`src/rtl/special_pair_gen.sv`:
```
// Operand-pair generator: streams LFSR-derived (in0,in1) pairs whose MSB/LSB
// equality check is forced to a requested outcome, over a valid/ready port.
module special_pair_gen #(
  parameter logic [15:0] SEED    = 16'hA5C3,
  parameter int          COUNT_W = 8
) (
  input  logic               clk,
  input  logic               rst,
  input  logic               start,
  input  logic [COUNT_W-1:0] cfg_count,
  input  logic               cfg_match,
  output logic               out_valid,
  input  logic               out_ready,
  output logic [7:0]         out_in0,
  output logic [7:0]         out_in1,
  output logic               out_last,
  output logic               busy,
  output logic               done
);

  // An all-zero Galois LFSR would lock up, so a zero seed is bumped to 1.
  localparam logic [15:0] SEED_EFF = (SEED == 16'h0000) ? 16'h0001 : SEED;

  typedef enum logic {IDLE, GEN} state_e;

  state_e             state_q, state_d;
  logic [15:0]        lfsr_q, lfsr_d;
  logic [COUNT_W-1:0] rem_q, rem_d;
  logic               match_q, match_d;
  logic               done_q, done_d;
  logic               hs;

  function automatic logic [15:0] lfsr_next(input logic [15:0] s);
    return (s >> 1) ^ (s[0] ? 16'hB400 : 16'h0000);
  endfunction

  function automatic logic [7:0] pair_in1(input logic [15:0] s, input logic m);
    logic [7:0] a;
    logic [7:0] b;
    logic [7:0] r;
    a = s[15:8];
    b = s[7:0];
    if (m) begin
      r = {a[7], b[6:1], a[0]};
    end else if (b[7] == a[7] && b[0] == a[0]) begin
      r = {b[7:1], ~b[0]};
    end else begin
      r = b;
    end
    return r;
  endfunction

  assign hs = out_valid && out_ready;

  always_comb begin
    state_d = state_q;
    lfsr_d  = lfsr_q;
    rem_d   = rem_q;
    match_d = match_q;
    done_d  = 1'b0;
    case (state_q)
      IDLE: begin
        if (start) begin
          if (cfg_count != '0) begin
            state_d = GEN;
            rem_d   = cfg_count;
            match_d = cfg_match;
          end else begin
            done_d = 1'b1;
          end
        end
      end
      GEN: begin
        if (hs) begin
          lfsr_d = lfsr_next(lfsr_q);
          rem_d  = rem_q - COUNT_W'(1);
          if (rem_q == COUNT_W'(1)) begin
            state_d = IDLE;
            done_d  = 1'b1;
          end
        end
      end
      default: state_d = IDLE;
    endcase
  end

  always_ff @(posedge clk) begin
    if (rst) begin
      state_q <= IDLE;
      lfsr_q  <= SEED_EFF;
      rem_q   <= '0;
      done_q  <= 1'b0;
    end else begin
      state_q <= state_d;
      lfsr_q  <= lfsr_d;
      rem_q   <= rem_d;
      done_q  <= done_d;
    end
  end

  // The latched match flag only matters while valid, so it needs no reset.
  always_ff @(posedge clk) begin
    match_q <= match_d;
  end

  assign out_valid = (state_q == GEN);
  assign busy      = out_valid;
  assign done      = done_q;
  assign out_last  = out_valid && (rem_q == COUNT_W'(1));
  assign out_in0   = out_valid ? lfsr_q[15:8] : 8'h00;
  assign out_in1   = out_valid ? pair_in1(lfsr_q, match_q) : 8'h00;

endmodule

```
`config.mk`:
```
export PLATFORM = sky130hd
export DESIGN_NAME = special_pair_gen
export DESIGN_NICKNAME = d
export VERILOG_FILES = /design/src/rtl/special_pair_gen.sv
export SDC_FILE = /design/constraint.sdc
export NUM_CORES = 1
export LEC_CHECK = 0
export ABC_AREA = 1
export CORE_AREA = 4 4 61 63
export CTS_CLUSTER_SIZE = 24
export DETAILED_ROUTE_END_ITERATION = 16
export DIE_AREA = 0 0 65 67
export MAX_ROUTING_LAYER = met4
export PLACE_DENSITY = 0.81
export SLEW_MARGIN = 5
export SYNTH_ARGS = -nofsm -noshare
export SYNTH_HDL_FRONTEND = slang
export SYNTH_SLANG_ARGS = --single-unit
```
`constraint.sdc`:
```
create_clock -name clk -period 1.4 [get_ports clk]
set_input_delay 0.21 -clock clk [delete_from_list [all_inputs] [get_ports clk]]
set_output_delay 0.21 -clock clk [all_outputs]
set_load 0.01 [all_outputs]
```
==> run_summary.xml, run 1 <==
<?xml version="1.0" encoding="UTF-8"?>
<metrics>
  <group name="worst_setup_path">
    <metric name="timing.critical_path.from_type" unit="">flop</metric>
    <metric name="crit_fanout" unit="">2</metric>
    <metric name="capture_instance_of_the_worst_register_to_register_path" unit="">rem_q[0]</metric>
    <metric name="rr_startpoint" unit="">busy</metric>
    <metric name="worstSetupPathType" unit="">reg -&gt; out</metric>
    <metric name="critPathRequiredTime" unit="ns">1.19</metric>
    <metric name="r2r_slack" unit="ns">-0.01</metric>
    <metric name="worst_r2r_path_depth" unit="">8</metric>
    <metric name="critical_path.endpoint_type" unit="">primary output</metric>
    <metric name="arrival" unit="ns">1.33</metric>
  </group>
  <group name="floorplan">
    <metric name="die_y" unit="um">67</metric>
    <metric name="boundaryPins" unit="">33</metric>
    <metric name="placeableCoreArea" unit="mm2">0.00323</metric>
    <metric name="die-area" unit="mm2">0.00436</metric>
    <metric name="initial_utilization" unit="%">48.0</metric>
    <metric name="die-width" unit="um">65</metric>
    <metric name="placementRows" unit="">21</metric>
  </group>
  <group name="job">
    <metric name="maxCapViolCount" unit="">0</metric>
  </group>
  <group name="min_path">
    <metric name="whs_path_depth" unit="">1</metric>
    <metric name="class_of_the_most_critical_hold_timing_path" unit="">in -&gt; reg</metric>
    <metric name="holdCritStartpoint" unit="">cfg_match</metric>
    <metric name="whs_endpoint" unit="">match_q</metric>
  </group>
  <group name="synth">
    <metric name="synthesis.yosys.warnings" unit="">0</metric>
    <metric name="synth-edff-count" unit="">1</metric>
    <metric name="synthAdderAreaFrac" unit="%">1.61</metric>
    <metric name="synth-xor-area-share" unit="%">2.26</metric>
    <metric name="synth_area" unit="mm2">0.00155</metric>
    <metric name="post_synthesis_instance_total" unit="">226</metric>
    <metric name="synth_async_sr_flop_share" unit="%">0</metric>
    <metric name="synth.area.mux_share" unit="%">0</metric>
    <metric name="yosys-top-cells-count" unit="">49 x sky130_fd_sc_hd__nand2_1, 42 x sky130_fd_sc_hd__nor2_1, 30 x sky130_fd_sc_hd__inv_1</metric>
    <metric name="yosys.cell_types.count" unit="">30</metric>
    <metric name="yosysMostFrequentCell" unit="">sky130_fd_sc_hd__nand2_1</metric>
    <metric name="synth-compound-area-share" unit="%">13.7</metric>
    <metric name="ys_seq_area_share" unit="%">35.5</metric>
    <metric name="yosys-top-cells-area" unit="">sky130_fd_sc_hd__dfxtp_1 34%, sky130_fd_sc_hd__nand2_1 12%, sky130_fd_sc_hd__nor2_1 10%, sky130_fd_sc_hd__inv_1 7.3%, sky130_fd_sc_hd__o21ai_0 5.5%</metric>
    <metric name="yosys.area.top_type_share" unit="%">33.5</metric>
    <metric name="synthesis.nets" unit="">241</metric>
    <metric name="synth_simple_gate_area_share" unit="%">34.3</metric>
    <metric name="postSynthAreaPerCell" unit="um2">6.86</metric>
    <metric name="combinational_family_with_the_most_area_after_synthesis" unit="">simple AND/OR/NAND/NOR gates</metric>
    <metric name="post-synth-top-area-cell" unit="">sky130_fd_sc_hd__dfxtp_1</metric>
    <metric name="synthFlopType" unit="">sky130_fd_sc_hd__dfxtp_1</metric>
    <metric name="postSynthRegisterBits" unit="">27</metric>
  </group>
  <group name="sta">
    <metric name="grt_setup_unrepaired" unit="">true</metric>
    <metric name="worst_pin_slew" unit="ns">0.278</metric>
    <metric name="hold_ws" unit="ns">0.418</metric>
    <metric name="worst_slew_margin_rel" unit="%">81.3</metric>
    <metric name="fin_crit_sh" unit="%">110</metric>
    <metric name="worst_clk_skew" unit="ns">0.00717</metric>
    <metric name="final_hold_viol_count" unit="">0</metric>
    <metric name="fmax" unit="GHz">0.651</metric>
    <metric name="finalWorstSetupSlack" unit="ns">-0.137</metric>
    <metric name="setup_violations" unit="">18</metric>
    <metric name="final-max-slew-violation-count" unit="">0</metric>
    <metric name="post-route-min-period" unit="ns">1.54</metric>
  </group>
  <group name="cts">
    <metric name="ctsLongestPathBuffers" unit="">2</metric>
    <metric name="cts_buffers" unit="">3</metric>
    <metric name="tritoncts_num_sinks" unit="">27</metric>
    <metric name="h_tree_levels" unit="">1</metric>
    <metric name="clock_latency" unit="ns">0.36</metric>
    <metric name="clk_pin_slew" unit="ns">0.16</metric>
    <metric name="cts_tree" unit="">built</metric>
    <metric name="cts_root_buffer" unit="">sky130_fd_sc_hd__clkbuf_4</metric>
  </group>
  <group name="detailed_routing">
    <metric name="dr.first_iter.drc_count" unit="">69</metric>
    <metric name="detail_route.drc_violations" unit="">0</metric>
    <metric name="via_density" unit="">5.15</metric>
    <metric name="remaining_antenna_violation_count_after_routing" unit="">0</metric>
    <metric name="dr_total_vias" unit="">1704</metric>
    <metric name="drt-pass1-iter-count" unit="">5</metric>
    <metric name="finalWirelength" unit="um">4620</metric>
    <metric name="wire_per_inst" unit="um">14.0</metric>
  </group>
  <group name="global_route">
    <metric name="via_count_of_the_first_global_routing_pass" unit="">1518</metric>
    <metric name="globalRouteTotalUtil" unit="%">20.2</metric>
    <metric name="grt_pass1_wl" unit="um">6710</metric>
    <metric name="total_congestion_overflow" unit="">0</metric>
    <metric name="grt_max_degree" unit="">17</metric>
    <metric name="number_of_antenna_violations_at_the_first_check_in_global_routing" unit="">0</metric>
  </group>
  <group name="placed_design">
    <metric name="port-buffer-count" unit="">32</metric>
    <metric name="dp.final_hpwl" unit="um">2930</metric>
    <metric name="gp_routability_congestion" unit="">0.841</metric>
  </group>
  <group name="status">
    <metric name="violations" unit="">setup timing</metric>
    <metric name="run_status" unit="">complete, but fails checks</metric>
  </group>
  <group name="power">
    <metric name="vdd.ir_drop.worst" unit="V">0.000453</metric>
    <metric name="cellPowerDensity" unit="mW/mm2">860</metric>
    <metric name="leakage" unit="uW">0.00119</metric>
  </group>
  <group name="layout">
    <metric name="final_core_utilization" unit="%">73.0</metric>
    <metric name="layout-area-overhead-vs-synth" unit="%">52.1</metric>
    <metric name="finish.net_count" unit="">300</metric>
    <metric name="drive_gt1_share" unit="%">40.5</metric>
  </group>
</metrics>
power by group:
part / internal (uW) / switching, uW / leakage, uW
clock network: 110 / 264 / 0.0000140
registers: 836 / 57.4 / 0.000224
logic: 355 / 407 / 0.000950
logic make-up after synthesis:
| group | Yosys count |
|---|---|
| buffers and inverters | 42 |
| adder cells (fa/ha/maj) | 2 |
| AO/OA/AOI/OAI | 35 |
| flip-flops | 27 |
| AND/OR/NAND/NOR | 116 |
| XOR/XNOR | 4 |
registers in the layout, indices dropped and copies added (netlist names):
signal / cells
done: 1
rem_q: 8
busy: 1
lfsr_q: 16
match_q: 1
critical path: stages (launching register included):
cell and delay, ns:
sky130_fd_sc_hd__dfxtp_2 0.35, sky130_fd_sc_hd__inv_2 0.07, sky130_fd_sc_hd__ha_4 0.13, sky130_fd_sc_hd__nand2_2 0.05, sky130_fd_sc_hd__nor4_2 0.20, sky130_fd_sc_hd__buf_2 0.17
layout by cell type (no fill, tap or decap), types with 3 or more instances in the layout:
cell	count
sky130_fd_sc_hd__a21oi_1	6
sky130_fd_sc_hd__a221o_1	4
sky130_fd_sc_hd__buf_2	4
sky130_fd_sc_hd__buf_4	28
sky130_fd_sc_hd__buf_6	15
sky130_fd_sc_hd__clkbuf_4	3
sky130_fd_sc_hd__clkdlybuf4s50_1	12
sky130_fd_sc_hd__dfxtp_1	21
sky130_fd_sc_hd__dfxtp_2	4
sky130_fd_sc_hd__dlygate4sd2_1	3
sky130_fd_sc_hd__inv_1	14
sky130_fd_sc_hd__inv_2	14
sky130_fd_sc_hd__nand2_1	34
sky130_fd_sc_hd__nand2_2	5
sky130_fd_sc_hd__nand2_4	13
sky130_fd_sc_hd__nand3_1	11
sky130_fd_sc_hd__nor2_1	36
sky130_fd_sc_hd__nor2_2	7
sky130_fd_sc_hd__o21ai_0	11
sky130_fd_sc_hd__o21ai_1	8
sky130_fd_sc_hd__o21ai_2	3
sky130_fd_sc_hd__xnor2_1	3
per-layer routing:
layer	wire length, um	part of all wire, %	up-vias	track usage [%]
li1	-	-	826	-
met1	1920	41	788	25.1
met2	2250	49	71	33.3
met3	254	5.5	19	1.18
met4	201	4.4	0	10.0
met5	0	0	-	-
worst max-delay path by stage:
stage | startpoint | to | slack (ns) | depth (start not counted)
after global routing | match_q | out_in1[0] | -0.22 | 6
after detailed placement | rem_q[1] | out_last | -0.22 | 5
after CTS | rem_q[3] | out_last | -0.14 | 4
final | rem_q[1] | out_last | -0.14 | 5
after floorplan | busy | out_last | 0.15 | 3
after global placement | rem_q[1] | out_last | -0.20 | 5
per-stage QoR:
step / std cells / setup TNS [ns] / power [uW] / setup WS [ns] / area (um2)
floorplan: 226 / 0 / 1250 / 0.155 / 1550
CTS: 328 / -0.697 / 1850 / -0.142 / 2050
global route: 330 / -2.28 / 2150 / -0.218 / 2360
detailed placement: 322 / -2.74 / 1510 / -0.221 / 2070
finish: 331 / -0.977 / 2030 / -0.137 / 2360
global placement: 322 / -2.23 / 1500 / -0.196 / 2070
what timing repair did:
item | 4_1_cts | 5_1_grt
gates resized for setup | 85 | 83
pin swaps | 4 | 25
gates cloned | 0 | 1
setup endpoints to repair | 30 | 35
buffers inserted | 2 | 1
hold buffers | 0 | 0
cell type report:
type	instances	area, um2
multi-input cells	157	976
diodes	1	2.50
flip-flops and latches	27	559
fillers	243	872
clock buffers	3	22.5
inverters	31	129
well taps	46	57.6
repair buffers	65	606
clock inverters	1	7.51
Note: power is estimated with default switching activity, not from simulation.
==> run 2, diff against run 1 <==
==> constraint.sdc (replaced) <==
create_clock -name clk -period 1.6 [get_ports clk]
set_input_delay 0.24 -clock clk [delete_from_list [all_inputs] [get_ports clk]]
set_output_delay 0.24 -clock clk [all_outputs]
set_load 0.01 [all_outputs]
==> run_summary.xml, run 2 (synthesized netlist as in run 1, its figures left out) <==
<?xml version="1.0" encoding="UTF-8"?>
<metrics>
  <group name="global_route">
    <metric name="grt_pass1_wl" unit="um">5950</metric>
    <metric name="grt_util_met1" unit="%">22.5</metric>
    <metric name="grt_max_degree" unit="">17</metric>
    <metric name="grt-busiest-layer" unit="">met2</metric>
    <metric name="global_route.usage.met2" unit="%">29.0</metric>
    <metric name="gr-usage-met3" unit="%">2.36</metric>
    <metric name="number_of_antenna_violations_at_the_first_check_in_global_routing" unit="">0</metric>
    <metric name="via_count_of_the_first_global_routing_pass" unit="">1410</metric>
    <metric name="globalRouteTotalUtil" unit="%">18.0</metric>
    <metric name="total_congestion_overflow" unit="">0</metric>
  </group>
  <group name="floorplan">
    <metric name="boundaryPins" unit="">33</metric>
    <metric name="die-width" unit="um">65</metric>
    <metric name="initial_utilization" unit="%">48.0</metric>
    <metric name="placeableCoreArea" unit="mm2">0.00323</metric>
    <metric name="placementRows" unit="">21</metric>
    <metric name="die-area" unit="mm2">0.00436</metric>
    <metric name="die_y" unit="um">67</metric>
  </group>
  <group name="layout">
    <metric name="most-common-layout-cells" unit="">47 x sky130_fd_sc_hd__nand2_1, 41 x sky130_fd_sc_hd__nor2_1, 30 x sky130_fd_sc_hd__inv_1</metric>
    <metric name="antenna_cells_inserted" unit="">0</metric>
    <metric name="reg_top3" unit="">lfsr_q: 16 flops, rem_q: 8 flops</metric>
    <metric name="number_of_standard_cells_in_the_final_layout_excluding_fillers" unit="">317</metric>
    <metric name="regMostFlops" unit="">lfsr_q</metric>
    <metric name="finish.net_count" unit="">287</metric>
    <metric name="sequential_cell_area" unit="um2">559</metric>
    <metric name="fillers" unit="">319</metric>
    <metric name="layout.cells.most_common" unit="">sky130_fd_sc_hd__nand2_1</metric>
    <metric name="multi_input_comb_area" unit="um2">833</metric>
    <metric name="layout-area-overhead-vs-synth" unit="%">31.8</metric>
    <metric name="largest_register_ffs" unit="">16</metric>
    <metric name="drive_gt1_share" unit="%">18.5</metric>
    <metric name="final_core_utilization" unit="%">63.3</metric>
  </group>
  <group name="cts">
    <metric name="h_tree_levels" unit="">1</metric>
    <metric name="clk_pin_slew" unit="ns">0.16</metric>
    <metric name="clock_latency" unit="ns">0.33</metric>
    <metric name="ctsLongestPathBuffers" unit="">2</metric>
    <metric name="cts_root_buffer" unit="">sky130_fd_sc_hd__clkbuf_4</metric>
    <metric name="cts_tree" unit="">built</metric>
    <metric name="tritoncts_num_sinks" unit="">27</metric>
    <metric name="cts_hold_buffers" unit="">0</metric>
    <metric name="cts_buffers" unit="">3</metric>
  </group>
  <group name="detailed_routing">
    <metric name="detail_route.drc_violations" unit="">0</metric>
    <metric name="dr_total_vias" unit="">1521</metric>
    <metric name="drt-pass1-iter-count" unit="">4</metric>
    <metric name="wire_per_inst" unit="um">11.4</metric>
    <metric name="via_density" unit="">4.80</metric>
    <metric name="dr.first_iter.drc_count" unit="">52</metric>
    <metric name="finalWirelength" unit="um">3600</metric>
    <metric name="remaining_antenna_violation_count_after_routing" unit="">0</metric>
  </group>
  <group name="sta">
    <metric name="fin_crit_sh" unit="%">95.0</metric>
    <metric name="fmax" unit="GHz">0.658</metric>
    <metric name="worst_pin_slew" unit="ns">0.280</metric>
    <metric name="grt_setup_unrepaired" unit="">true</metric>
    <metric name="worst_clk_skew" unit="ns">0.00447</metric>
    <metric name="setup_violations" unit="">0</metric>
    <metric name="worst_slew_margin_rel" unit="%">81.3</metric>
    <metric name="final-max-slew-violation-count" unit="">0</metric>
    <metric name="final_hold_viol_count" unit="">0</metric>
    <metric name="finalWorstSetupSlack" unit="ns">0.0793</metric>
    <metric name="post-route-min-period" unit="ns">1.52</metric>
  </group>
  <group name="placed_design">
    <metric name="gp_routability_congestion" unit="">0.864</metric>
    <metric name="port-buffer-count" unit="">32</metric>
    <metric name="pre_cts_ws" unit="ns">-0.0734</metric>
    <metric name="dp.final_hpwl" unit="um">2750</metric>
    <metric name="dp.cells" unit="">312</metric>
  </group>
  <group name="worst_setup_path">
    <metric name="cpPeakStageDelay" unit="ns">0.34</metric>
    <metric name="timing.critical_path.from_type" unit="">flop</metric>
    <metric name="path_buf_inv" unit="">1</metric>
    <metric name="worstPathCellList" unit="">nor2_1 -&gt; nand2_2 -&gt; nor4_2 -&gt; buf_2</metric>
    <metric name="worstSetupPathType" unit="">reg -&gt; out</metric>
    <metric name="worstSetupPathDepth" unit="">4</metric>
    <metric name="crit_fanout" unit="">2</metric>
    <metric name="critPathRequiredTime" unit="ns">1.36</metric>
    <metric name="critical_path.slowest_cell" unit="">sky130_fd_sc_hd__dfxtp_1</metric>
    <metric name="critPathTopFamily" unit="">simple AND/OR/NAND/NOR gates</metric>
    <metric name="critical_path.endpoint_type" unit="">primary output</metric>
    <metric name="arrival" unit="ns">1.28</metric>
    <metric name="worst_r2r_path_depth" unit="">8</metric>
  </group>
  <group name="power">
    <metric name="seqPwrFrac" unit="%">48.1</metric>
    <metric name="fin_total_pwr" unit="uW">1600</metric>
    <metric name="p_int" unit="uW">1060</metric>
    <metric name="pwr-share-comb" unit="%">32.1</metric>
    <metric name="leakage" unit="uW">0.00104</metric>
    <metric name="power.switching" unit="uW">542</metric>
    <metric name="power.clock.fraction" unit="%">19.8</metric>
    <metric name="cellPowerDensity" unit="mW/mm2">784</metric>
    <metric name="swShare" unit="%">33.8</metric>
    <metric name="vdd.ir_drop.worst" unit="V">0.000404</metric>
  </group>
  <group name="status">
    <metric name="run_status" unit="">finished clean</metric>
  </group>
  <group name="min_path">
    <metric name="class_of_the_most_critical_hold_timing_path" unit="">in -&gt; reg</metric>
    <metric name="whs_path_depth" unit="">1</metric>
  </group>
  <group name="job">
    <metric name="maxCapViolCount" unit="">0</metric>
  </group>
</metrics>
[run 2: cell count changes in the layout (fill, tap and decap cells not counted), sizes merged]
cell / delta
dlygate4sd2: +9
diode: -1
clkdlybuf4s50: +1
clkdlybuf4s15: +4
buf: -27
[run 2: through the flow]
step	setup TNS (ns)	cell area (um2)	hold WS, ns
floorplan	0	1550	0.339
global placement	-0.0371	1990	0.461
detailed placement	-0.0935	1990	0.472
CTS	-0.00965	2020	0.486
global route	-0.0262	2040	0.479
finish	0	2040	0.480
[run 2: repair_timing]
item / in CTS / in global routing
pin swaps: 2 / 2
setup endpoints to repair: 19 / 8
gates resized for setup: 34 / 15
setup buffers: 1 / 0
cloned: 0 / 0
[run 2: final timing paths]
| kind | endpoint | slack, ns | startpoint |
|---|---|---|---|
| worst min register to register | lfsr_q[2] | 0.50 | lfsr_q[2] |
| worst max register to register | rem_q[2] | 0.12 | rem_q[0] |
| worst max-delay path | out_last | 0.08 | rem_q[5] |
| worst min-delay path | match_q | 0.48 | cfg_match |
[run 2: routing by layer]
| metal | up-vias | share of wire, % |
|---|---|---|
| met5 | - | 0 |
| met4 | 0 | 1.9 |
| met3 | 6 | 4.4 |
| met2 | 40 | 46 |
| met1 | 684 | 47 |
| li1 | 791 | - |
[run 2: area by class of cell]
| class | count | share of cell area [%] |
|---|---|---|
| multi-input combinational | 157 | 40.8 |
| sequential | 27 | 27.4 |
| timing repair buffer | 52 | 21.9 |
| inverter | 31 | 5.69 |
| tap | 46 | 2.82 |
| clock buffer | 3 | 1.10 |
| clock inverter | 1 | 0.367 |
[run 2: power groups by stage]
stage | clock network, uW | registers (uW) | logic (uW)
6_report | 317 | 772 | 515
5_1_grt | 342 | 779 | 579
4_1_cts | 315 | 766 | 502
3_5_place_dp | 0 | 779 | 513
3_3_place_gp | 0 | 777 | 501
2_1_floorplan | 0 | 782 | 315
[run 2: worst register-to-register path, stage by stage, from the launching register on]
cell and delay [ns]:
sky130_fd_sc_hd__dfxtp_1 0.34, sky130_fd_sc_hd__buf_4 0.14, sky130_fd_sc_hd__inv_1 0.12, sky130_fd_sc_hd__ha_2 0.27
sky130_fd_sc_hd__nor2_1 0.07, sky130_fd_sc_hd__o21ai_0 0.22, sky130_fd_sc_hd__nand2_1 0.08, sky130_fd_sc_hd__nor2_1 0.11
sky130_fd_sc_hd__nor2_1 0.05
==> run 3, diff against run 2 <==
--- a/config.mk
+++ b/config.mk
@@ -10,6 +10,7 @@
 export CTS_CLUSTER_SIZE = 24
 export DETAILED_ROUTE_END_ITERATION = 16
 export DIE_AREA = 0 0 65 67
+export GPL_ROUTABILITY_DRIVEN = 1
 export MAX_ROUTING_LAYER = met4
 export PLACE_DENSITY = 0.81
 export SLEW_MARGIN = 5
==> results of run 3 <==
Same layout as run 2: the final DEF is identical, and so are final timing and power.
